--- config.mk ---
export PLATFORM = sky130hd
export DESIGN_NAME = cart_bus_arb_flat
export DESIGN_NICKNAME = d
export VERILOG_FILES = /design/src/rtl/cart_bus_arb_if.sv /design/src/rtl/cart_bus_arb.sv /design/src/flat_wrapper.sv
export SDC_FILE = /design/constraint.sdc
export NUM_CORES = 1
export LEC_CHECK = 0
export ABC_AREA = 1
export BUFFER_PORTS_ARGS = -buffer_cell sky130_fd_sc_hd__buf_2
export CAP_MARGIN = 30
export CORE_MARGIN = 2
export CORE_UTILIZATION = 32
export DETAILED_ROUTE_END_ITERATION = 10
export PLACE_DENSITY = 0.78
export SYNTH_ARGS = -nofsm -noshare
export SYNTH_HDL_FRONTEND = slang
export SYNTH_SLANG_ARGS = --single-unit
export TNS_END_PERCENT = 20
--- constraint.sdc ---
create_clock -name MCLK -period 1.4 [get_ports MCLK]
set_input_delay 0.21 -clock MCLK [delete_from_list [all_inputs] [get_ports MCLK]]
set_output_delay 0.21 -clock MCLK [all_outputs]
set_load 0.02 [all_outputs]
--- src/rtl/cart_bus_arb_if.sv ---
// CPU data bus, IRQ and ROM request bundle for cart_bus_arb.
// slave = arbiter side, master = CPU/channel side.
interface cart_bus_arb_if #(
   parameter int unsigned NCH = 4,
   parameter int unsigned AW  = 24
);
   logic              SYSCLKF_CE;
   logic              CPURD_N;
   logic [NCH-1:0]    CH_SEL;
   logic [NCH*8-1:0]  CH_DO;
   logic [7:0]        DI;
   logic              COLLISION;
   logic [NCH-1:0]    CH_IRQ;
   logic [NCH-1:0]    IRQ_MASK;
   logic              IRQ_N;
   logic [NCH-1:0]    ROM_REQ;
   logic [NCH*AW-1:0] ROM_ADDR_IN;
   logic [NCH-1:0]    ROM_GNT;
   logic [AW-1:0]     ROM_ADDR;
   logic              ROM_CE_N;

   modport slave (
      input  SYSCLKF_CE, CPURD_N, CH_SEL, CH_DO, CH_IRQ, IRQ_MASK, ROM_REQ, ROM_ADDR_IN,
      output DI, COLLISION, IRQ_N, ROM_GNT, ROM_ADDR, ROM_CE_N
   );

   modport master (
      output SYSCLKF_CE, CPURD_N, CH_SEL, CH_DO, CH_IRQ, IRQ_MASK, ROM_REQ, ROM_ADDR_IN,
      input  DI, COLLISION, IRQ_N, ROM_GNT, ROM_ADDR, ROM_CE_N
   );
endinterface

--- src/rtl/cart_bus_arb.sv ---
// Cartridge expansion bus arbiter: CPU read mux with open bus, IRQ merge, ROM arbiter.
// Optional collision counter output COLL_CNT enabled by `define CART_BUS_ARB_COLL_CNT_EN.
module cart_bus_arb #(
   parameter int unsigned NCH     = 4,
   parameter int unsigned AW      = 24,
   parameter int unsigned PRIO_RR = 1
) (
   input  logic           MCLK,
   input  logic           RESET,
   cart_bus_arb_if.slave  bus
`ifdef CART_BUS_ARB_COLL_CNT_EN
   ,
   output logic [7:0]     COLL_CNT
`endif
);

   localparam int unsigned IW = (NCH > 1) ? $clog2(NCH) : 1;
   localparam logic [NCH-1:0] SelOne = NCH'(1);

   typedef enum logic [0:0] {StIdle, StGrant} state_e;

   state_e         state_q, state_d;
   logic [IW-1:0]  win_q, win_d;
   logic [IW-1:0]  last_q, last_d;
   logic [IW-1:0]  pick;
   logic [7:0]     ob_q;
   logic           coll_q;
   logic           irq_n_q;
   logic [7:0]     di;
   logic           sel_any;
   logic           sel_multi;
   logic           rd_strobe;

   assign rd_strobe = bus.SYSCLKF_CE & ~bus.CPURD_N;
   assign sel_any   = |bus.CH_SEL;
   // Clearing the lowest set bit leaves something only if two or more bits were set.
   assign sel_multi = |(bus.CH_SEL & (bus.CH_SEL - SelOne));

   always_comb begin
      di = ob_q;
      for (int i = NCH - 1; i >= 0; i--) begin
         if (bus.CH_SEL[i]) di = bus.CH_DO[8*i +: 8];
      end
   end

   always_ff @(posedge MCLK or posedge RESET) begin
      if (RESET) begin
         ob_q    <= 8'hFF;
         coll_q  <= 1'b0;
         irq_n_q <= 1'b1;
      end else begin
         if (rd_strobe && sel_any) ob_q <= di;
         coll_q  <= rd_strobe & sel_multi;
         irq_n_q <= ~|(bus.CH_IRQ & bus.IRQ_MASK);
      end
   end

   assign bus.DI        = di;
   assign bus.COLLISION = coll_q;
   assign bus.IRQ_N     = irq_n_q;

   // Winner selection; the RR scan runs farthest-first so the nearest requester after
   // the previous winner overwrites the others.
   always_comb begin
      logic [IW-1:0] idx;
      pick = '0;
      idx  = '0;
      if (PRIO_RR != 0) begin
         for (int unsigned k = NCH; k >= 1; k--) begin
            idx = IW'((32'(last_q) + k) % NCH);
            if (bus.ROM_REQ[idx]) pick = idx;
         end
      end else begin
         for (int i = NCH - 1; i >= 0; i--) begin
            if (bus.ROM_REQ[i]) pick = IW'(i);
         end
      end
   end

   always_comb begin
      state_d = state_q;
      win_d   = win_q;
      last_d  = last_q;
      unique case (state_q)
         StIdle: begin
            if (|bus.ROM_REQ) begin
               win_d   = pick;
               last_d  = pick;
               state_d = StGrant;
            end
         end
         StGrant: begin
            if (!bus.ROM_REQ[win_q]) state_d = StIdle;
         end
         default: state_d = StIdle;
      endcase
   end

   always_ff @(posedge MCLK or posedge RESET) begin
      if (RESET) begin
         state_q <= StIdle;
         win_q   <= '0;
         last_q  <= IW'(NCH - 1);
      end else begin
         state_q <= state_d;
         win_q   <= win_d;
         last_q  <= last_d;
      end
   end

   // Grant outputs decode straight from the state register so reset clears them at once.
   always_comb begin
      bus.ROM_GNT  = '0;
      bus.ROM_CE_N = 1'b1;
      bus.ROM_ADDR = '0;
      if (state_q == StGrant) begin
         bus.ROM_GNT[win_q] = 1'b1;
         bus.ROM_CE_N       = 1'b0;
         bus.ROM_ADDR       = bus.ROM_ADDR_IN[32'(win_q) * AW +: AW];
      end
   end

`ifdef CART_BUS_ARB_COLL_CNT_EN
   logic [7:0] cnt_q;

   always_ff @(posedge MCLK or posedge RESET) begin
      if (RESET) begin
         cnt_q <= 8'd0;
      end else if (rd_strobe && sel_multi && (cnt_q != 8'hFF)) begin
         cnt_q <= cnt_q + 8'd1;
      end
   end

   assign COLL_CNT = cnt_q;
`endif

endmodule

--- src/flat_wrapper.sv ---
// flat-port wrapper written by rule: the top's interface ports become plain ports
module cart_bus_arb_flat 
#(
   parameter int unsigned NCH     = 4,
   parameter int unsigned AW      = 24,
   parameter int unsigned PRIO_RR = 1
)
  (MCLK, RESET, bus_SYSCLKF_CE, bus_CPURD_N, bus_CH_SEL, bus_CH_DO, bus_CH_IRQ, bus_IRQ_MASK, bus_ROM_REQ, bus_ROM_ADDR_IN, bus_DI, bus_COLLISION, bus_IRQ_N, bus_ROM_GNT, bus_ROM_ADDR, bus_ROM_CE_N);
  cart_bus_arb_if #(.NCH(NCH), .AW(AW)) bus_i ();
  input  logic MCLK;
  input  logic RESET;
  input wire logic [$bits(bus_i.SYSCLKF_CE)-1:0] bus_SYSCLKF_CE;
  input wire logic [$bits(bus_i.CPURD_N)-1:0] bus_CPURD_N;
  input wire logic [$bits(bus_i.CH_SEL)-1:0] bus_CH_SEL;
  input wire logic [$bits(bus_i.CH_DO)-1:0] bus_CH_DO;
  input wire logic [$bits(bus_i.CH_IRQ)-1:0] bus_CH_IRQ;
  input wire logic [$bits(bus_i.IRQ_MASK)-1:0] bus_IRQ_MASK;
  input wire logic [$bits(bus_i.ROM_REQ)-1:0] bus_ROM_REQ;
  input wire logic [$bits(bus_i.ROM_ADDR_IN)-1:0] bus_ROM_ADDR_IN;
  output wire logic [$bits(bus_i.DI)-1:0] bus_DI;
  output wire logic [$bits(bus_i.COLLISION)-1:0] bus_COLLISION;
  output wire logic [$bits(bus_i.IRQ_N)-1:0] bus_IRQ_N;
  output wire logic [$bits(bus_i.ROM_GNT)-1:0] bus_ROM_GNT;
  output wire logic [$bits(bus_i.ROM_ADDR)-1:0] bus_ROM_ADDR;
  output wire logic [$bits(bus_i.ROM_CE_N)-1:0] bus_ROM_CE_N;
  assign bus_i.SYSCLKF_CE = bus_SYSCLKF_CE;
  assign bus_i.CPURD_N = bus_CPURD_N;
  assign bus_i.CH_SEL = bus_CH_SEL;
  assign bus_i.CH_DO = bus_CH_DO;
  assign bus_i.CH_IRQ = bus_CH_IRQ;
  assign bus_i.IRQ_MASK = bus_IRQ_MASK;
  assign bus_i.ROM_REQ = bus_ROM_REQ;
  assign bus_i.ROM_ADDR_IN = bus_ROM_ADDR_IN;
  assign bus_DI = bus_i.DI;
  assign bus_COLLISION = bus_i.COLLISION;
  assign bus_IRQ_N = bus_i.IRQ_N;
  assign bus_ROM_GNT = bus_i.ROM_GNT;
  assign bus_ROM_ADDR = bus_i.ROM_ADDR;
  assign bus_ROM_CE_N = bus_i.ROM_CE_N;
  cart_bus_arb #(.NCH(NCH), .AW(AW), .PRIO_RR(PRIO_RR)) u_core (.MCLK(MCLK), .RESET(RESET), .bus(bus_i));
endmodule
==> results.ini <==
[outcome]
status = finished, violations left
violations = setup timing

[critical_path]
timing.critical_path.to = bus_ROM_ADDR[11]
crit_chain = inv_4, nand2_2, inv_4, clkbuf_16, nand2_1, a31oi_2, buf_4
r2r-end = u_core.win_q[0]
worstPathArrival_ps = 1540
crit_fanout = 8
reg2reg_depth = 9
critPathLaunch = u_core.win_q[0]
critPathCaptureType = primary output
start_kind = flip-flop
cp_common_cell = inv_4
path_class = flip-flop to primary output
crit_slowest_cell = dfrtp_2
r2r-start = u_core.last_q[0]
critical-path-max-stage-delay_ps = 460
reg2reg_slack_ps = -40
worstPathRequired_ps = 1190

[cts]
insertion_delay_ps = 240
clk_pin_slew_ps = 60
cts_tree = done
numCtsBuffers = 3
cts.sinks = 15
cts_setup_buffers = 0
ctsHoldBuffers = 0
cts_root_buf = clkbuf_8
clockBufferDepth = 2
h-tree-depth = 1

[detailed_routing]
first_pass_iters = 4
first_iter_violations = 122
route.detailed.drc = 0
via_count = 2948
routedWlPerCell_um = 13.9
antenna_left = 0
routed_wl_um = 7960
post_drt_via_cell_ratio = 5.16

[yosys]
avgSynthCellArea_um2 = 5.97
synth_top_area_share = 0.294
ys_types = 26
synthCells = 297
post-synth-top-area-cell = nand2_1
mappedNetlistNets = 445
synth-edff-count = 0
ys_seq_elements = 15
synthTopCellsByArea = nand2_1 (29%), dfstp_2 (16%), a22oi_1 (13%), a31oi_1 (8.8%), dfrtp_1 (5.6%)
async_flop_share = 1.00
yosysSeqAreaShare = 0.219
synth_warnings = 0
netlist_area_um2 = 1770
ys.flop_type = dfstp_2

[sta]
tightest_slew_ps = 536
period_share = 1.25
worst_clock_skew_ps = 1.04
fin_ws_ps = -349
fmax_mhz = 572
rsz0062_at_grt = true
drv_slew = 0
period_needed_ps = 1750
finalHoldViolCount = 0
setup_viol = 37
slew_headroom = 0.642
fin_tns_setup_ps = -8450

[floorplan]
fp.dieArea_um2 = 6150
dieHeight_um = 78.4
num_rows = 27
core_area_um2 = 5440
start_util = 0.326
die_x_um = 78.4
io_pins = 187

[cells_and_area]
stdcell_area_um2 = 3350
fin_cells = 571
area_growth_pct = 89.1
fill_cells = 468
drive_above_1_share = 0.551
utilization = 0.616
n_antenna_cell = 0
final_nets = 648

[global_routing]
antenna_found_initial = 0
grt_pass1_wl_um = 11600
grt_usage = 0.232
grt_overflow = 0
grt_pass1_vias = 2664
grt_max_degree = 17

[placement]
dpl_cell_area_um2 = 3120
numPortBuffers = 186
gp_congestion = 0.842
dpl.hpwl_um = 6240
post-place-cells = 566

[run]
maxCapViolations = 0

[worst_hold_path]
min_path_type = input port to asynchronous set/reset pin

[pwr]
cellPowerDensity_nw_per_um2 = 1860
total_power_w = 0.00622
total_leakage_power_nw = 1.72
worst_ir_drop_vdd_v = 0.000937

## cell usage after synthesis (3+ instances only)
library cell,number
buf_4,8
a31oi_1,25
dfstp_2,11
nand3_1,13
nor2_1,5
inv_1,11
a21oi_1,3
o21ai_0,14
clkbuf_1,3
dfrtp_1,4
nand2_1,139
o21ai_1,6
inv_2,8
a22oi_1,31
## sequential cells by signal (all words and copies together), names as in the netlist
register	flops
u_core.win_q	2
u_core.bus.COLLISION	1
u_core.last_q	2
u_core.state_q	1
u_core.bus.IRQ_N	1
u_core.ob_q	8
## logic make-up after synthesis
group	after synthesis	synth area share
AND/OR/NAND/NOR	162	0.361
buffers and inverters	36	0.104
flip-flops	15	0.219
AO/OA/AOI/OAI	84	0.315
## worst min-delay path by stage
stage                     depth (start not counted)  slack (ps)              endpoint
after floorplan                                   1         100  u_core.bus.COLLISION
after global placement                            2         280  u_core.bus.COLLISION
after detailed placement                          2         290  u_core.bus.COLLISION
after CTS                                         2          20        u_core.state_q
after global routing                              2          70  u_core.bus.COLLISION
final                                             2           3  u_core.bus.COLLISION
## layout make-up
class                           instances  area [um2]  share of cell area
Clock buffer                            4        45.0              0.0134
Sequential cell                        15         392               0.117
Inverter                               21        88.8              0.0265
Timing Repair Buffer                  213        1320               0.394
Multi-Input combinational cell        246        1420               0.422
Tap cell                               72        90.1              0.0269
## power breakdown
group / internal [W] / total, W / switching, W
logic: 0.00229 / 0.00510 / 0.00282
clock network: 0.000201 / 0.000337 / 0.000136
registers: 0.000610 / 0.000783 / 0.000173
total: 0.00310 / 0.00622 / 0.00313
## per-layer routing
layer  up-vias  wire length [um]  track usage
li1       1430                 -            -
met1      1319              2880        0.245
met2       173              4150        0.454
met3        26               591       0.0253
met4         0               329        0.111
met5         -                 0            0
## repair_timing
item	in CTS	in global routing
cloned	0	1
setup endpoints to repair	41	40
pin swaps	4	4
gates resized for setup	43	17
## cells in the final DEF, fill, tap and decap left out
cell / n
a21oi_1: 3
a221oi_1: 1
a22o_1: 1
a22oi_1: 26
a22oi_2: 5
a31oi_1: 5
a31oi_2: 16
a31oi_4: 5
buf_12: 6
buf_2: 154
buf_4: 48
buf_6: 4
clkbuf_1: 1
clkbuf_16: 1
clkbuf_8: 3
clkinv_1: 1
dfrtp_1: 2
dfrtp_2: 2
dfstp_2: 11
inv_1: 10
inv_2: 6
inv_4: 4
nand2_1: 134
nand2_2: 5
nand2_4: 1
nand3_1: 13
nor2_1: 5
nor2_4: 2
nor3_1: 1
nor3_2: 1
o2111ai_1: 1
o211ai_1: 1
o21ai_0: 9
o21ai_1: 10
o21ai_2: 1
## critical path, delay by kind of cell (launching register included)
family	cells	cell delay [ps]
compound gates	1	190
simple gates	2	140
flops	1	460
buf+inv	4	520
## metrics by stage
stage	hold WS [ps]	setup WS, ps
finish	3.28	-349
CTS	25.0	-361
floorplan	104	-38.6
global route	68.9	-429
global placement	277	-119
detailed placement	293	-121
Note: power is estimated with default switching activity, not from simulation.
